<file path="src/rtl/emio_counter_bank_pkg.sv">
// Shared types and helpers for the EMIO counter bank.
package emio_counter_pkg;

  // Per-channel counting mode, two bits per channel on the mode bus.
  typedef enum logic [1:0] {
    MODE_WRAP    = 2'b00,
    MODE_SAT     = 2'b01,
    MODE_ONESHOT = 2'b10,
    MODE_HOLD    = 2'b11
  } cnt_mode_t;

  // All-ones value for a counter of the given width (up to 64 bits).
  function automatic logic [63:0] cnt_max(input int unsigned width);
    logic [63:0] one;
    one = 64'd1;
    if (width >= 64) begin
      return '1;
    end
    return (one << width) - one;
  endfunction

endpackage

</file>
<file path="src/rtl/emio_counter_bank_channel.sv">
// One up/down counter channel: load > step > hold, with WRAP, SATURATE,
// ONESHOT and HOLD boundary behaviour and a registered terminal-count pulse.
module counter_channel
  import emio_counter_pkg::*;
#(
  parameter int unsigned WIDTH = 32
) (
  input  logic             clk,
  input  logic             rst_n,
  input  logic             tick,
  input  logic             en,
  input  logic             dir,
  input  cnt_mode_t        mode,
  input  logic             load,
  input  logic [WIDTH-1:0] load_val,
  output logic [WIDTH-1:0] count,
  output logic             tc
);

  localparam logic [WIDTH-1:0] MAX = WIDTH'(cnt_max(WIDTH));
  localparam logic [WIDTH-1:0] ONE = WIDTH'(1);

  logic [WIDTH-1:0] count_q, count_d;
  logic             done_q, done_d;
  logic             tc_q, tc_d;

  logic             step;
  logic             at_top, at_bot;
  logic             near_top, near_bot;
  logic [WIDTH-1:0] inc, dec;

  assign step     = tick && en && (mode != MODE_HOLD) && !done_q;
  assign at_top   = (count_q == MAX);
  assign at_bot   = (count_q == '0);
  assign near_top = (count_q == MAX - ONE);
  assign near_bot = (count_q == ONE);
  assign inc      = count_q + ONE;
  assign dec      = count_q - ONE;

  // Next count, done flag and terminal-count pulse for this cycle.
  always_comb begin
    count_d = count_q;
    done_d  = done_q;
    tc_d    = 1'b0;
    if (load) begin
      count_d = load_val;
      done_d  = 1'b0;
    end else if (step) begin
      case (mode)
        MODE_WRAP: begin
          count_d = dir ? inc : dec;
          tc_d    = dir ? at_top : at_bot;
        end
        MODE_SAT, MODE_ONESHOT: begin
          // Already sitting on the boundary in the step direction: hold, no pulse.
          if (dir ? !at_top : !at_bot) begin
            count_d = dir ? inc : dec;
            tc_d    = dir ? near_top : near_bot;
            done_d  = (mode == MODE_ONESHOT) && (dir ? near_top : near_bot);
          end
        end
        default: begin
          count_d = count_q;
        end
      endcase
    end
  end

  // Channel state registers.
  always_ff @(posedge clk or negedge rst_n) begin
    if (!rst_n) begin
      count_q <= '0;
      done_q  <= 1'b0;
      tc_q    <= 1'b0;
    end else begin
      count_q <= count_d;
      done_q  <= done_d;
      tc_q    <= tc_d;
    end
  end

  assign count = count_q;
  assign tc    = tc_q;

endmodule

</file>
<file path="src/rtl/emio_counter_bank.sv">
// Bank of independent up/down counters behind a shared prescaler, with a
// selectable channel/bit slice registered onto the board LEDs.
module emio_counter_bank
  import emio_counter_pkg::*;
#(
  parameter int unsigned WIDTH      = 32,
  parameter int unsigned CHANNELS   = 4,
  parameter int unsigned PRESCALE_W = 8,
  parameter int unsigned LED_LSB    = 24,
  parameter int unsigned LED_W      = 4
) (
  input  logic                                            clk,
  input  logic                                            rst_n,
  input  logic [CHANNELS-1:0]                             en,
  input  logic [CHANNELS-1:0]                             dir,
  input  logic [2*CHANNELS-1:0]                           mode,
  input  logic [CHANNELS-1:0]                             load,
  input  logic [WIDTH-1:0]                                load_val,
  input  logic [PRESCALE_W-1:0]                           prescale,
  input  logic [((CHANNELS > 1) ? $clog2(CHANNELS) : 1)-1:0] led_sel,
  output logic [CHANNELS*WIDTH-1:0]                       count,
  output logic [CHANNELS-1:0]                             tc,
  output logic [LED_W-1:0]                                led
);

  localparam int unsigned SEL_W = (CHANNELS > 1) ? $clog2(CHANNELS) : 1;

  logic [PRESCALE_W-1:0] pre_cnt_q, pre_cnt_d;
  logic                  tick;
  logic [WIDTH-1:0]      count_arr [CHANNELS];
  logic [LED_W-1:0]      led_q, led_d;

  // Using >= rather than == means lowering prescale below the running
  // count still ticks on the next cycle instead of locking up.
  assign tick      = (pre_cnt_q >= prescale);
  assign pre_cnt_d = tick ? '0 : pre_cnt_q + PRESCALE_W'(1);

  // Prescaler counter.
  always_ff @(posedge clk or negedge rst_n) begin
    if (!rst_n) begin
      pre_cnt_q <= '0;
    end else begin
      pre_cnt_q <= pre_cnt_d;
    end
  end

  for (genvar g = 0; g < CHANNELS; g++) begin : g_ch
    counter_channel #(
      .WIDTH(WIDTH)
    ) u_ch (
      .clk      (clk),
      .rst_n    (rst_n),
      .tick     (tick),
      .en       (en[g]),
      .dir      (dir[g]),
      .mode     (cnt_mode_t'(mode[2*g +: 2])),
      .load     (load[g]),
      .load_val (load_val),
      .count    (count_arr[g]),
      .tc       (tc[g])
    );
    assign count[g*WIDTH +: WIDTH] = count_arr[g];
  end

  // LED slice mux; unmatched (out-of-range) selects fall back to channel 0.
  always_comb begin
    led_d = count_arr[0][LED_LSB +: LED_W];
    for (int unsigned i = 1; i < CHANNELS; i++) begin
      if (led_sel == SEL_W'(i)) begin
        led_d = count_arr[i][LED_LSB +: LED_W];
      end
    end
  end

  // LED output register.
  always_ff @(posedge clk or negedge rst_n) begin
    if (!rst_n) begin
      led_q <= '0;
    end else begin
      led_q <= led_d;
    end
  end

  assign led = led_q;

endmodule
</file>
<file path="config.mk">
export PLATFORM = sky130hd
export DESIGN_NAME = emio_counter_bank
export DESIGN_NICKNAME = d
export VERILOG_FILES = /design/src/rtl/emio_counter_bank_pkg.sv /design/src/rtl/emio_counter_bank_channel.sv /design/src/rtl/emio_counter_bank.sv
export SDC_FILE = /design/constraint.sdc
export NUM_CORES = 1
export LEC_CHECK = 0
export BUFFER_PORTS_ARGS = -buffer_cell sky130_fd_sc_hd__buf_2
export CAP_MARGIN = 20
export CORE_MARGIN = 3
export CORE_UTILIZATION = 48
export DETAILED_ROUTE_END_ITERATION = 10
export PLACE_DENSITY = 0.68
export SYNTH_ARGS = -nofsm -noshare
export SYNTH_HDL_FRONTEND = slang
export SYNTH_SLANG_ARGS = --single-unit
</file>
<file path="constraint.sdc">
create_clock -name clk -period 5.6 [get_ports clk]
set_input_delay 1.4 -clock clk [delete_from_list [all_inputs] [get_ports clk]]
set_output_delay 1.4 -clock clk [all_outputs]
set_load 0.05 [all_outputs]
</file>
Word level (Yosys, flattened, before mapping) --
Index checks and enable logic that the tools add are counted.
Operators by class: muxes and demuxes 68, reductions and logical operators 64, $lt $le $gt $ge 1, equal/unequal tests 31, add/subtract/negate cells 9
Operator list (count):
- 32-bit 2-to-1 mux | 16
- 32-bit equality test (second input constant) | 8
- 32-bit one-hot mux with 2 select lines | 4
- 32-bit by 1-bit adder with 32-bit output (second input constant) | 4
- 32-bit by 1-bit equality test with 1-bit output (second input constant) | 4
- 32-bit zero test | 4
- 32-bit by 1-bit subtractor with 32-bit output (second input constant) | 4
- 1-bit 2-to-1 mux | 40
- 3-bit AND reduction | 8
- 2-bit nonzero test | 12
- 1-bit logical AND | 16
- 2-bit equality test (second input constant) | 6
- 1-bit zero test | 12
- 4-bit 2-to-1 mux | 3
- 3-bit by 2-bit != test with 1-bit output (second input constant) | 4
- 3-bit nonzero test | 4
- 2-bit by 1-bit equality test with 1-bit output (second input constant) | 5
- 8-bit by 1-bit adder with 8-bit output (second input constant) | 1
- 8-bit >= comparator | 1
- 2-bit zero test | 4
- 8-bit 2-to-1 mux | 1
- 2-bit != test (second input constant) | 4
- 1-bit one-hot mux with 2 select lines | 4
- 2-bit OR reduction | 4
Storage, ports and cells: output and inout bits 136, logic and storage cells 187, register bits after elaboration 148, input port bits 64

Depth between registers and ports, before layout --
Gate-level depths: netlist of the first run.
depth in word-level cells 7, gate-level depth with buffers 11, mapped depth without buffers 8

Modules after synthesis --
From an unflattened synthesis of the first run, not the netlist that was laid out.
Unflattened totals: cells, all modules 1623, area, all modules 13102.6 um^2
Modules (own cells, without submodules):
- counter_channel (g_ch[1].u_ch ...) | times used 3, cells an instance 394, seq. area each 850.8 um^2, area each 3116.7 um^2
- counter_channel (g_ch[0].u_ch) | times used 1, cells an instance 379, seq. area each 850.8 um^2, area each 3006.6 um^2
- emio_counter_bank | times used 1, cells an instance 62, seq. area each 300.3 um^2, area each 745.7 um^2

Worst setup path after synthesis of the first run --
No wires, ideal clock.
path type input to register, from in prescale[0], to reg g_ch[3].u_ch.count_q[0], setup time 82 ps, buffers on the path 3, path slack 1747 ps, stages 10, arrival 3772 ps, cell sequence ha_1 > nand2b_1 > a2111oi_0 > o21a_1 > or3_1 > buf_2 > clkbuf_1 > clkbuf_1 > o21ai_0 > a31oi_1
Between the ends: longest elaborated chain between the ends 6
RTL lines:
- start, declared | line emio_counter_bank.sv:19 | input logic [PRESCALE_W-1:0] prescale,
- 8-bit >= comparator | line emio_counter_bank.sv:35 | assign tick = (pre_cnt_q >= prescale);
- 1-bit logical AND (3 in a row) | line emio_counter_bank_channel.sv:32 | assign step = tick && en && (mode != MODE_HOLD) && !done_q;
- 2-bit nonzero test (no line)
- 3-bit AND reduction (no line)
- end signal, assigned | line emio_counter_bank_channel.sv:76 | count_q <= count_d;
- end, declared | line emio_counter_bank_channel.sv:23 | logic [WIDTH-1:0] count_q, count_d;
Every way passes these cells. A chain may end at the register's enable or synchronous reset.

Worst setup path in the final report of the first run --
from in prescale[6], to reg g_ch[1].u_ch.count_q[31]
Between the ends: longest elaborated chain between the ends 6
RTL lines (line):
- 8-bit >= comparator | emio_counter_bank.sv:35
- 1-bit logical AND (3 in a row) | emio_counter_bank_channel.sv:32
- 2-bit nonzero test (no line)
- 3-bit AND reduction (no line)
- end signal, assigned | emio_counter_bank_channel.sv:76
- end, declared | emio_counter_bank_channel.sv:23
Every way passes these cells.

==> metrics.txt, run 1 <==
diode insertion count for antenna repair 0; startpoint of the worst-slack reg-to-reg timing path pre_cnt_q[6]; prevailing post-synth register cell sky130_fd_sc_hd__dfrtp_1; register bit count reported by yosys 148; clock insertion delay at the later pin of the skew report 0.44 ns; Post-DRT Antenna Nets 0; total iterations of the first detailed-routing run 5; clock buffer depth 2; via count 13.71k; CTS Buf Count 17; die width 165.6 µm; required arrival time at the worst endpoint 5.88 ns; slowest cell on the critical path sky130_fd_sc_hd__a211oi_1; antenna violations before repair 2; GRT Resource Usage Total 0.3234; R2R setup slack 2.07 ns; Syn-to-layout area delta 13.88%; remaining design rule violation count 0; Resized Gates After CTS 0; Final GP Congestion 0.9194; fraction of registers with async set or reset after synthesis 1.000; number of buffer and inverter instances along the worst setup path 3; starting density of the core 0.4955; Critical Path Start Type input port; placeable core area 24,680 µm²; number of enable-type register cells in the synthesized netlist 0; final count of pins violating max slew 0; list of cells traversed by the critical path buf_2, inv_1, ha_1, and3_1, a211oi_1, nor2b_1, nand2_1, buf_4, or4_1, a31oi_1; Synth cell types 74; Max Freq 238.9 MHz; number of warnings printed during yosys synthesis 0; capturing point of the worst reg2reg path g_ch[1].u_ch.count[31]; cell at the root of the clock tree sky130_fd_sc_hd__clkbuf_16; max-capacitance violation count 0; maximum fanout count along the critical path 27; Die Outline Area 27,420 µm²; element type at the critical path end flop; total half-perimeter wirelength after legalization and detailed placement 32,190 µm; net total in the final layout 1,773; RSZ-0062 raised after global routing false; CP top delay family simple AND/OR/NAND/NOR gates; Die Height 165.6 µm; share of final-layout standard cells stronger than drive strength 1 0.1678; Critical Path AT 4.47 ns; Hold Buf Count CTS 0; static leakage power 5.274 nW; post-synthesis net count 1,667; total power divided by cell area 287.2 nW/µm²; post-CTS setup-driven buffer insertion count 0; top-level I/O count 200; total wirelength of the detailed-routed design 45,640 µm; Final setup viols 0; Stages on worst setup path 10; total number of H-tree levels 4; Total Negative Setup Slacks 0 ns; Congestion Overflow GR 0; clock tree from TritonCTS built; count of routing violations after the opening detailed-route iteration 1,885; Post-Synthesis Mean Instance Area 7.828 µm²; Worst Reg-to-Reg Cells 8; I/O Buffers 199; number of global-route vias before repair 12.40k; clock transition at the registers of the reported paths 0.06 ns; cell row count 57; combined area of all synthesized cells 12,230 µm²; sinks on the clock net 148; worst slew pin tran 1.208 ns; Worst Skew 0.01303 ns; routed vias/inst 6.837; cell count after synthesis 1,562; crit-path max cell delay 0.99 ns; final worst-path cycle share 0.7474; time the worst path needs with I/O delays and setup 4.185 ns; Worst Setup Path Type input port to flop; Cells on Worst Hold Path 1; WHS 0.5006 ns; worst-case hold path end point g_ch[1].u_ch.done_q; launch point of the worst hold path g_ch[1].u_ch.done_q; outcome finished clean; worst ir drop on vdd 0.1706 mV; largest net degree at the start of global routing 76; wire length of the first global-routing pass 71,960 µm; Relative slew margins 0.1896; routed wire length per instance 22.76 µm; sequential element share of the synthesized area 0.3029; worst min-delay path class flop to flop; Hold Vio Cnt, Final 0
==> final cells by class <==
| cell class | count | area (µm²) |
|---|---|---|
| inverters | 49 | 183.9 |
| multi-input cells | 1234 | 7812 |
| flip-flops and latches | 148 | 3704 |
| well taps | 324 | 405.4 |
| repair buffers | 218 | 1142 |
| clock inverters | 9 | 197.7 |
| clock buffers | 23 | 478.0 |
| fillers | 2345 | 10750 |
==> routing by layer <==
metal	vias to the layer above	part of all wire	GRT usage
li1	6329	-	-
met1	6545	0.42	0.4581
met5	-	0.00059	0
met4	4	0.048	0.1400
met2	713	0.43	0.4814
met3	117	0.10	0.06482
==> where the power goes <==
group	total [mW]	internal (mW)	switching, mW
clock network	1.35	0.871	0.481
registers	1.44	1.19	0.252
logic	1.21	0.324	0.886
==> per-stage QoR <==
stage | instance area (µm²) | std cells | utilization | power (mW) | setup WS (ns)
after floorplan | 12230 | 1562 | - | 2.239 | 1.747
after global placement | 13240 | 1972 | 0.5367 | 2.613 | 1.208
after detailed placement | 13240 | 1972 | 0.5367 | 2.641 | 1.045
after CTS | 13920 | 2004 | 0.5640 | 3.991 | 1.483
after global routing | 13920 | 2005 | 0.5642 | 4.167 | 1.301
final | 13920 | 2005 | 0.5642 | 3.999 | 1.415
==> cell usage in the layout, fill, tap and decap left out, types with 5 or more instances in the layout <==
cell,synthesis,routed
sky130_fd_sc_hd__buf_2,16,198
sky130_fd_sc_hd__nor2_1,184,184
sky130_fd_sc_hd__dfrtp_1,148,148
sky130_fd_sc_hd__a31oi_1,117,116
sky130_fd_sc_hd__or4_1,97,97
sky130_fd_sc_hd__nand2_1,86,86
sky130_fd_sc_hd__nand3_1,85,85
sky130_fd_sc_hd__o31ai_1,83,83
sky130_fd_sc_hd__nor4_1,57,57
sky130_fd_sc_hd__nor3_1,57,57
sky130_fd_sc_hd__nand4_1,53,53
sky130_fd_sc_hd__inv_1,47,47
sky130_fd_sc_hd__ha_1,41,41
sky130_fd_sc_hd__a21oi_1,36,36
sky130_fd_sc_hd__o21ai_0,32,32
sky130_fd_sc_hd__and3_1,30,30
sky130_fd_sc_hd__or3_1,20,20
sky130_fd_sc_hd__and4_1,19,19
sky130_fd_sc_hd__buf_4,4,18
sky130_fd_sc_hd__clkbuf_16,0,17
sky130_fd_sc_hd__and2_1,16,16
sky130_fd_sc_hd__o311ai_0,16,16
sky130_fd_sc_hd__o22ai_1,14,14
sky130_fd_sc_hd__nor2b_1,13,13
sky130_fd_sc_hd__or2_2,10,10
sky130_fd_sc_hd__o211ai_1,10,10
sky130_fd_sc_hd__a2bb2oi_1,10,10
sky130_fd_sc_hd__nand2b_1,9,9
sky130_fd_sc_hd__nand4b_1,9,9
sky130_fd_sc_hd__o31a_1,9,9
sky130_fd_sc_hd__a22oi_1,9,9
sky130_fd_sc_hd__a41oi_1,8,8
sky130_fd_sc_hd__nor3b_1,6,6
sky130_fd_sc_hd__mux2i_1,6,6
sky130_fd_sc_hd__bufinv_16,0,6
sky130_fd_sc_hd__a21o_1,5,5
sky130_fd_sc_hd__xor2_1,5,5
sky130_fd_sc_hd__xnor2_1,5,5
==> kinds of logic after synthesis <==
kind of cell / after synthesis / share of synthesized area
XOR/XNOR: 10 / 0.007163
multiplexers: 10 / 0.01228
adder cells (fa/ha/maj): 41 / 0.04196
AO/OA/AOI/OAI: 398 / 0.2272
buffers and inverters: 180 / 0.05935
flip-flops: 148 / 0.3029
AND/OR/NAND/NOR: 775 / 0.3492
==> synthesized netlist by cell type (8+ instances only) <==
master,number,share of area
sky130_fd_sc_hd__inv_1,47,0.014
sky130_fd_sc_hd__and4_1,19,0.014
sky130_fd_sc_hd__nor2_1,184,0.056
sky130_fd_sc_hd__a41oi_1,8,0.0057
sky130_fd_sc_hd__or2_2,10,0.0051
sky130_fd_sc_hd__nor3_1,57,0.023
sky130_fd_sc_hd__nand4b_1,9,0.0064
sky130_fd_sc_hd__o211ai_1,10,0.0061
sky130_fd_sc_hd__o31a_1,9,0.0064
sky130_fd_sc_hd__nand4_1,53,0.027
sky130_fd_sc_hd__or3_1,20,0.010
sky130_fd_sc_hd__and2_1,16,0.0082
sky130_fd_sc_hd__buf_2,16,0.0065
sky130_fd_sc_hd__nor2b_1,13,0.0067
sky130_fd_sc_hd__nor4_1,57,0.029
sky130_fd_sc_hd__dfrtp_1,148,0.30
sky130_fd_sc_hd__o21ai_0,32,0.013
sky130_fd_sc_hd__ha_1,41,0.042
sky130_fd_sc_hd__a31oi_1,117,0.060
sky130_fd_sc_hd__o311ai_0,16,0.011
sky130_fd_sc_hd__o22ai_1,14,0.0072
sky130_fd_sc_hd__nand2_1,86,0.026
sky130_fd_sc_hd__or4_1,97,0.060
sky130_fd_sc_hd__a21oi_1,36,0.015
sky130_fd_sc_hd__clkbuf_1,107,0.033
sky130_fd_sc_hd__o31ai_1,83,0.051
sky130_fd_sc_hd__and3_1,30,0.015
sky130_fd_sc_hd__nand3_1,85,0.035
sky130_fd_sc_hd__nand2b_1,9,0.0046
sky130_fd_sc_hd__a2bb2oi_1,10,0.0072
sky130_fd_sc_hd__a22oi_1,9,0.0055
==> sequential cells by signal (all words and copies together), names as in the netlist <==
name,cells
g_ch.u_ch.count,128
pre_cnt_q,8
g_ch.u_ch.done_q,4
g_ch.u_ch.tc,4
led,4
==> worst max-delay path by stage <==
stage	slack (ns)	start	end
floorplan	1.75	prescale[0]	g_ch[3].u_ch.count[0]
global placement	1.21	prescale[7]	g_ch[0].u_ch.count[4]
detailed placement	1.05	prescale[6]	g_ch[0].u_ch.count[4]
CTS	1.48	prescale[6]	g_ch[0].u_ch.count[4]
global route	1.30	prescale[0]	g_ch[0].u_ch.count[22]
finish	1.41	prescale[6]	g_ch[1].u_ch.count[31]
==> worst reg2reg max path: stages, from the launching register on <==
cell                       delay (ns)
sky130_fd_sc_hd__dfrtp_1         0.41
sky130_fd_sc_hd__ha_1            0.32
sky130_fd_sc_hd__and3_1          0.23
sky130_fd_sc_hd__a211oi_1        0.99
sky130_fd_sc_hd__nor2b_1         0.22
sky130_fd_sc_hd__nand2_1         0.74
sky130_fd_sc_hd__buf_4           0.29
sky130_fd_sc_hd__or4_1           0.12
sky130_fd_sc_hd__a31oi_1         0.07
Power figures use the tool's default switching activity.
==> run 2, diff against run 1 <==
--- a/config.mk
+++ b/config.mk
@@ -10,7 +10,7 @@
 export CORE_MARGIN = 3
 export CORE_UTILIZATION = 48
 export DETAILED_ROUTE_END_ITERATION = 10
-export PLACE_DENSITY = 0.68
+export PLACE_DENSITY = 0.7
 export SYNTH_ARGS = -nofsm -noshare
 export SYNTH_HDL_FRONTEND = slang
 export SYNTH_SLANG_ARGS = --single-unit
==> constraint.sdc (replaced) <==
create_clock -name clk -period 3.5 [get_ports clk]
set_input_delay 0.875 -clock clk [delete_from_list [all_inputs] [get_ports clk]]
set_output_delay 0.875 -clock clk [all_outputs]
set_load 0.05 [all_outputs]
==> run 2 against run 1 <==
Final cell count increased by 2.1%. Sequential power increased by 58%. Die area unchanged. Wire length increased by 1.7%. Critical path depth unchanged. Utilization increased by 1.2 points. Register-to-register slack got worse by 1.6 ns. Largest power group unchanged. Clock skew decreased by 0.0024 ns. Clock power increased by 40%. Via count increased by 3.4%. Critical endpoint is now g_ch[0].u_ch.count[19]. Final area increased by 2.1%. Combinational power increased by 69%.
==> metrics.txt, run 2 (synthesis results as in run 1) <==
static leakage power 5.451 nW (+3.3%); Post-DRT Antenna Nets 0 (unchanged); Die Height 165.6 µm (unchanged); R2R setup slack 0.51 ns (-1.56 ns); top-level I/O count 200 (unchanged); highest-count cells in the layout ignoring fill and taps sky130_fd_sc_hd__buf_2 (198), sky130_fd_sc_hd__nor2_1 (184), sky130_fd_sc_hd__dfrtp_1 (148), sky130_fd_sc_hd__a31oi_1 (116), sky130_fd_sc_hd__or4_1 (97); minimum setup slack after placement 0.02126 ns (-1.024 ns); routed wire length per instance 22.68 µm (-0.35%); crit-path max cell delay 0.57 ns (-0.42 ns); Final GP Congestion 0.9706 (+5.6%); number of global-route vias before repair 13.02k (+5.0%); routed vias/inst 6.922 (+1.2%); CTS Buf Count 17 (unchanged); leading cell type in the layout, fill and taps excluded sky130_fd_sc_hd__buf_2; flip-flop count of the largest register, all copies and words added 128 (unchanged); GRT Resource Usage Total 0.3288 (+0.005431); global-route track usage on met2 0.4956 (+0.01426); net total in the final layout 1,813 (+2.3%); total half-perimeter wirelength after legalization and detailed placement 33,030 µm (+2.6%); Post-Place Cell Area 13,630 µm² (+2.9%); worst slew pin tran 0.9567 ns (-0.2517 ns); Resized Gates After CTS 0 (unchanged); Pint 3.548 mW (+49%); outcome finished clean; total number of H-tree levels 4 (unchanged); starting density of the core 0.4955 (unchanged); final count of pins violating max slew 0 (unchanged); Max Freq 326.9 MHz; die width 165.6 µm (unchanged); Syn-to-layout area delta 16.25%; Multi-input gate area 7814 µm² (about the same); worst min-delay path class input port to async pin; met1 track utilization from global routing 0.4558 (-0.002307); remaining design rule violation count 0 (unchanged); clock insertion delay at the later pin of the skew report 0.43 ns (about the same); total power divided by cell area 437.7 nW/µm² (+52%); Congestion Overflow GR 0 (unchanged); Final setup viols 0 (unchanged); share of total power in the clock network 0.303 (-0.035); capturing point of the worst reg2reg path g_ch[1].u_ch.count[31]; cell at the root of the clock tree sky130_fd_sc_hd__clkbuf_16; Worst Reg-to-Reg Cells 10 (+2); Logic pwr share 0.330 (+0.028); antenna violations before repair 2 (unchanged); utilization of the core after routing 0.5760 (+0.01176); Worst Skew 0.01068 ns (-0.002352 ns); final worst-path cycle share 0.8741; total wirelength of the detailed-routed design 46,430 µm (+1.7%); Critical Path AT 3.37 ns (-1.10 ns); startpoint of the worst-slack reg-to-reg timing path pre_cnt_q[0]; list of cells traversed by the critical path buf_2, inv_1, ha_1, and3_1, a211oi_1, or4b_1, nand2b_1, buf_12, or3_1, a311o_1; Total Negative Setup Slacks 0 ns (unchanged); number of buffer and inverter instances along the worst setup path 3 (unchanged); sw frac 0.4296 (+0.02493); required arrival time at the worst endpoint 3.81 ns (-2.07 ns); sinks on the clock net 148 (unchanged); final instance area 14,210 µm² (+2.1%); CP top delay family simple AND/OR/NAND/NOR gates; total iterations of the first detailed-routing run 6 (+1); RSZ-0062 raised after global routing false; fraction of met3 tracks used by global routing 0.06935 (+0.004528); cell row count 57 (unchanged); final worst-path setup slack 0.4406 ns (-0.9741 ns); clock buffer depth 2 (unchanged); worst ir drop on vdd 0.2966 mV (+74%); slowest cell on the critical path sky130_fd_sc_hd__or4b_1; count of fill cells added during filler insertion 2,326 (-0.81%); Relative slew margins 0.3622 (+0.1727); Critical Path Start Type input port; placeable core area 24,680 µm² (unchanged); max-capacitance violation count 0 (unchanged); share of final-layout standard cells stronger than drive strength 1 0.1894 (+0.02167); via count 14.17k (+3.4%); Worst Setup Path Type input port to flop; sequential fraction of design power 0.367 (+0.008); Hold Buf Count CTS 0 (unchanged); largest net degree at the start of global routing 63 (-17%); Hold Vio Cnt, Final 0 (unchanged); I/O Buffers 199 (unchanged); element type at the critical path end flop; storage element area 3704 µm² (unchanged); total net switching power 2.673 mW (+65%); Die Outline Area 27,420 µm² (unchanged); maximum fanout count along the critical path 26 (-3.7%); clock tree from TritonCTS built; most heavily used metal layer in global routing met2; post-CTS setup-driven buffer insertion count 0 (unchanged); clock transition at the registers of the reported paths 0.07 ns (about the same); time the worst path needs with I/O delays and setup 3.059 ns; wire length of the first global-routing pass 73,480 µm (+2.1%); count of routing violations after the opening detailed-route iteration 1,910 (+1.3%)
## run 2: cell types whose count changed in the layout (fill, tap and decap cells not counted), moves of 2 or more
cell,change
sky130_fd_sc_hd__buf_12,+6
sky130_fd_sc_hd__buf_4,+35
sky130_fd_sc_hd__clkinv_4,+2
sky130_fd_sc_hd__bufinv_16,-4
sky130_fd_sc_hd__clkbuf_8,-3
sky130_fd_sc_hd__clkbuf_1,-3
sky130_fd_sc_hd__diode_2,+2
sky130_fd_sc_hd__clkinvlp_4,+4
sky130_fd_sc_hd__inv_6,+3
## run 2: final cells by class
| cell class | count | share of cell area |
|---|---|---|
| diodes | 2 | 0.0003521 |
| well taps | 324 | 0.02852 |
| multi-input cells | 1234 | 0.5497 |
| clock inverters | 15 | 0.01100 |
| clock buffers | 17 | 0.02993 |
| inverters | 49 | 0.01294 |
| flip-flops and latches | 148 | 0.2606 |
| repair buffers | 258 | 0.1070 |
## run 2: worst max-delay path by stage
stage                                     start                endpoint  slack (ns)  cells past startpoint
after global routing      g_ch[2].u_ch.count[0]  g_ch[2].u_ch.count[12]        0.29                      9
after detailed placement            prescale[7]  g_ch[0].u_ch.count[19]        0.02                     10
after floorplan                     prescale[0]   g_ch[3].u_ch.count[0]        0.17                     10
after CTS                           prescale[7]  g_ch[0].u_ch.count[25]        0.47                     10
after global placement              prescale[7]  g_ch[0].u_ch.count[19]        0.13                     10
final                               prescale[7]  g_ch[0].u_ch.count[19]        0.44                     10
## run 2: worst reg2reg max path: stages, from the launching register on
cell and delay, ns:
sky130_fd_sc_hd__dfrtp_1 0.42, sky130_fd_sc_hd__inv_1 0.08, sky130_fd_sc_hd__ha_1 0.27, sky130_fd_sc_hd__nand2b_1 0.09, sky130_fd_sc_hd__a2111oi_0 0.09, sky130_fd_sc_hd__buf_4 0.15
sky130_fd_sc_hd__o21ai_1 0.54, sky130_fd_sc_hd__nand2_1 0.30, sky130_fd_sc_hd__buf_4 0.28, sky130_fd_sc_hd__or4_1 0.52, sky130_fd_sc_hd__a31oi_1 0.18
## run 2: metrics by stage
step	power, mW	cells	hold slack, ns
final	6.221	2047	0.4226
after global routing	6.498	2045	0.4649
after CTS	6.196	2045	0.4462
after detailed placement	4.323	2013	0.5058
after global placement	4.277	2013	0.4773
after floorplan	3.582	1562	0.4559
## run 2: layer usage
layer  vias to the layer above  part of all wire
li1                       6424                 -
met1                      6758              0.40
met2                       868              0.44
met3                       117              0.11
met4                         2             0.043
met5                         -           0.00037
## run 2: power groups by stage
stage                     registers, mW  clock network [mW]  logic, mW
after floorplan                    2.66                   0      0.923
after global placement             2.29                   0       1.99
after detailed placement           2.30                   0       2.03
after CTS                          2.27                1.90       2.03
after global routing               2.32                1.97       2.20
final                              2.28                1.89       2.05
==> run 3, diff against run 2 <==
--- a/config.mk
+++ b/config.mk
@@ -10,7 +10,7 @@
 export CORE_MARGIN = 3
 export CORE_UTILIZATION = 48
 export DETAILED_ROUTE_END_ITERATION = 10
-export PLACE_DENSITY = 0.7
+export PLACE_DENSITY = 0.83
 export SYNTH_ARGS = -nofsm -noshare
 export SYNTH_HDL_FRONTEND = slang
 export SYNTH_SLANG_ARGS = --single-unit
==> run 3 against run 2 <==
Final cell count grew 0.34%. First-iteration DRC count rose by 11%. Clock skew rose by 0.00072 ns.
==> metrics.txt, run 3 (synthesis results as in run 1) <==
total half-perimeter wirelength after legalization and detailed placement 33,410 µm (+1.2%); antenna violations before repair 1 (-1); routed wire length per instance 22.86 µm (+0.78%); Post-DRT Antenna Nets 0 (unchanged); Relative slew margins 0.3151 (-0.04716); routed metal-1 wirelength 18,690 µm (-0.30%); share of total power in the clock network 0.301 (-0.002); Resized Gates After CTS 0 (unchanged); R2R setup slack 0.37 ns (-0.14 ns); total wirelength of the detailed-routed design 46,950 µm (+1.1%); highest-count cells in the layout ignoring fill and taps sky130_fd_sc_hd__buf_2 (199), sky130_fd_sc_hd__nor2_1 (184), sky130_fd_sc_hd__dfrtp_1 (148), sky130_fd_sc_hd__a31oi_1 (116), sky130_fd_sc_hd__or4_1 (97); max-capacitance violation count 0 (unchanged); clock insertion delay at the later pin of the skew report 0.43 ns (about the same); required arrival time at the worst endpoint 3.84 ns (+0.03 ns); Critical Path AT 3.50 ns (+0.13 ns); Worst Setup Path Type input port to flop; worst ir drop on vdd 0.2179 mV (-27%); Placed Instances 2,017 (+0.20%); net total in the final layout 1,817 (+0.22%); final count of pins violating max slew 0 (unchanged); WL met3 5506 µm (+4.1%); starting density of the core 0.4955 (unchanged); Hold Buf Count CTS 0 (unchanged); static leakage power 5.471 nW (+0.37%); remaining design rule violation count 0 (unchanged); Logic pwr share 0.333 (+0.003); worst slew pin tran 1.018 ns (+0.06135 ns); Max Freq 316.1 MHz (-3.3%); cell at the root of the clock tree sky130_fd_sc_hd__clkbuf_16; total iterations of the first detailed-routing run 6 (unchanged); via count 14.23k (+0.42%); Final GP Congestion 1.009 (+3.9%); sw frac 0.4262 (-0.003424); die width 165.6 µm (unchanged); top-level I/O count 200 (unchanged); cell row count 57 (unchanged); Final setup viols 0 (unchanged); Total Negative Setup Slacks 0 ns (unchanged); post-CTS setup-driven buffer insertion count 0 (unchanged); GRT Resource Usage Total 0.3299 (+0.001060); worst min-delay path class input port to async pin; clock transition at the registers of the reported paths 0.06 ns (about the same); total number of H-tree levels 4 (unchanged); top routing layer in use met4; flip-flop count of the largest register, all copies and words added 128 (unchanged); Worst Skew 0.01140 ns (+0.0007222 ns); sequential fraction of design power 0.365 (-0.002); wire length on met2 20,560 µm (+0.82%); element type at the critical path end flop; Worst Reg-to-Reg Cells 10 (unchanged); startpoint of the worst-slack reg-to-reg timing path pre_cnt_q[0]; crit-path max cell delay 0.53 ns (-0.04 ns); slowest cell on the critical path sky130_fd_sc_hd__or4_1; share of final-layout standard cells stronger than drive strength 1 0.1901 (+0.0007202); maximum fanout count along the critical path 21 (-19%); list of cells traversed by the critical path buf_2, inv_1, ha_1, and3_1, a211oi_1, buf_2, or4b_1, nand2b_1, buf_4, or4_1, a31oi_1; I/O Buffers 199 (unchanged); Hold Vio Cnt, Final 0 (unchanged); routed vias/inst 6.927 (about the same); post-route insts no fill 2,054 (+0.34%); Syn-to-layout area delta 16.49%; placeable core area 24,680 µm² (unchanged); total power divided by cell area 440.3 nW/µm² (+0.61%); leading cell type in the layout, fill and taps excluded sky130_fd_sc_hd__buf_2; clock tree from TritonCTS built; Pint 3.598 mW (+1.4%); clock buffer depth 2 (unchanged); Critical Path Start Type input port; wire length of the first global-routing pass 73,910 µm (+0.58%); Most common cell on crit path sky130_fd_sc_hd__buf_2; CTS Buf Count 17 (unchanged); largest net degree at the start of global routing 64 (+1.6%); total net switching power 2.673 mW (about the same); time the worst path needs with I/O delays and setup 3.163 ns (+0.1040 ns); Die Height 165.6 µm (unchanged); outcome finished clean; sinks on the clock net 148 (unchanged); count of routing violations after the opening detailed-route iteration 2,114 (+11%); final worst-path cycle share 0.9038 (+0.02971); RSZ-0062 raised after global routing false; Congestion Overflow GR 0 (unchanged); capturing point of the worst reg2reg path g_ch[0].u_ch.count[31]; number of global-route vias before repair 13.03k (+0.10%); count of fill cells added during filler insertion 2,286 (-1.7%); Die Outline Area 27,420 µm² (unchanged)
-- run 3: cell types whose count changed in the layout (fill, tap and decap cells not counted), sizes merged --
cell	previous run	this run
buf	258	262
diode	2	5
clkinvlp	5	3
inv	52	50
clkbuf	17	21
-- run 3: through the flow --
step                        util  power [mW]  setup slack [ns]  instance area, µm²  hold slack (ns)
after floorplan                -       3.582            0.1715               12230           0.4559
after global placement    0.5526       4.287           -0.1784               13640           0.4722
after detailed placement  0.5528       4.357          -0.05983               13640           0.4870
after CTS                 0.5767       6.233            0.3664               14230           0.4180
after global routing      0.5768       6.527            0.2335               14230           0.4335
final                     0.5772       6.271            0.3367               14240           0.4012
-- run 3: area by class of cell --
| cell class | instances | area [µm²] | share of cell area |
|---|---|---|---|
| clock inverters | 11 | 127.6 | 0.008961 |
| inverters | 49 | 183.9 | 0.01291 |
| diodes | 5 | 12.51 | 0.0008785 |
| flip-flops and latches | 148 | 3704 | 0.2600 |
| repair buffers | 262 | 1535 | 0.1078 |
| clock buffers | 21 | 460.4 | 0.03233 |
| well taps | 324 | 405.4 | 0.02846 |
| multi-input cells | 1234 | 7814 | 0.5486 |
-- run 3: critical path: cells and delay by family --
kind,cells,cell delay [ns]
AND/OR/NAND/NOR,4,1.45
buffers and inverters,4,0.59
adder cells (fa/ha/maj),1,0.29
AO/OA/AOI/OAI,2,0.28
-- run 3: routing by layer --
layer,vias up,GRT usage
met4,0,0.1494
li1,6420,-
met3,143,0.09700
met2,843,0.4942
met5,-,0
met1,6822,0.4424
-- run 3: power groups by stage --
stage                     clock [mW]  combinational [mW]  sequential (mW)
after detailed placement           0                2.06             2.30
after global placement             0                2.00             2.29
after global routing            1.97                2.23             2.33
after CTS                       1.90                2.06             2.27
final                           1.89                2.09             2.29
after floorplan                    0               0.923             2.66
-- run 3: how the worst max path moves through the flow --
stage | startpoint | to | slack, ns | cells past startpoint
floorplan | prescale[0] | g_ch[3].u_ch.count[0] | 0.17 | 10
global placement | prescale[6] | g_ch[0].u_ch.count[2] | -0.18 | 11
detailed placement | prescale[7] | g_ch[0].u_ch.count[31] | -0.06 | 11
CTS | prescale[7] | g_ch[0].u_ch.count[31] | 0.37 | 11
global route | prescale[7] | g_ch[0].u_ch.count[31] | 0.23 | 11
finish | prescale[7] | g_ch[0].u_ch.count[31] | 0.34 | 11
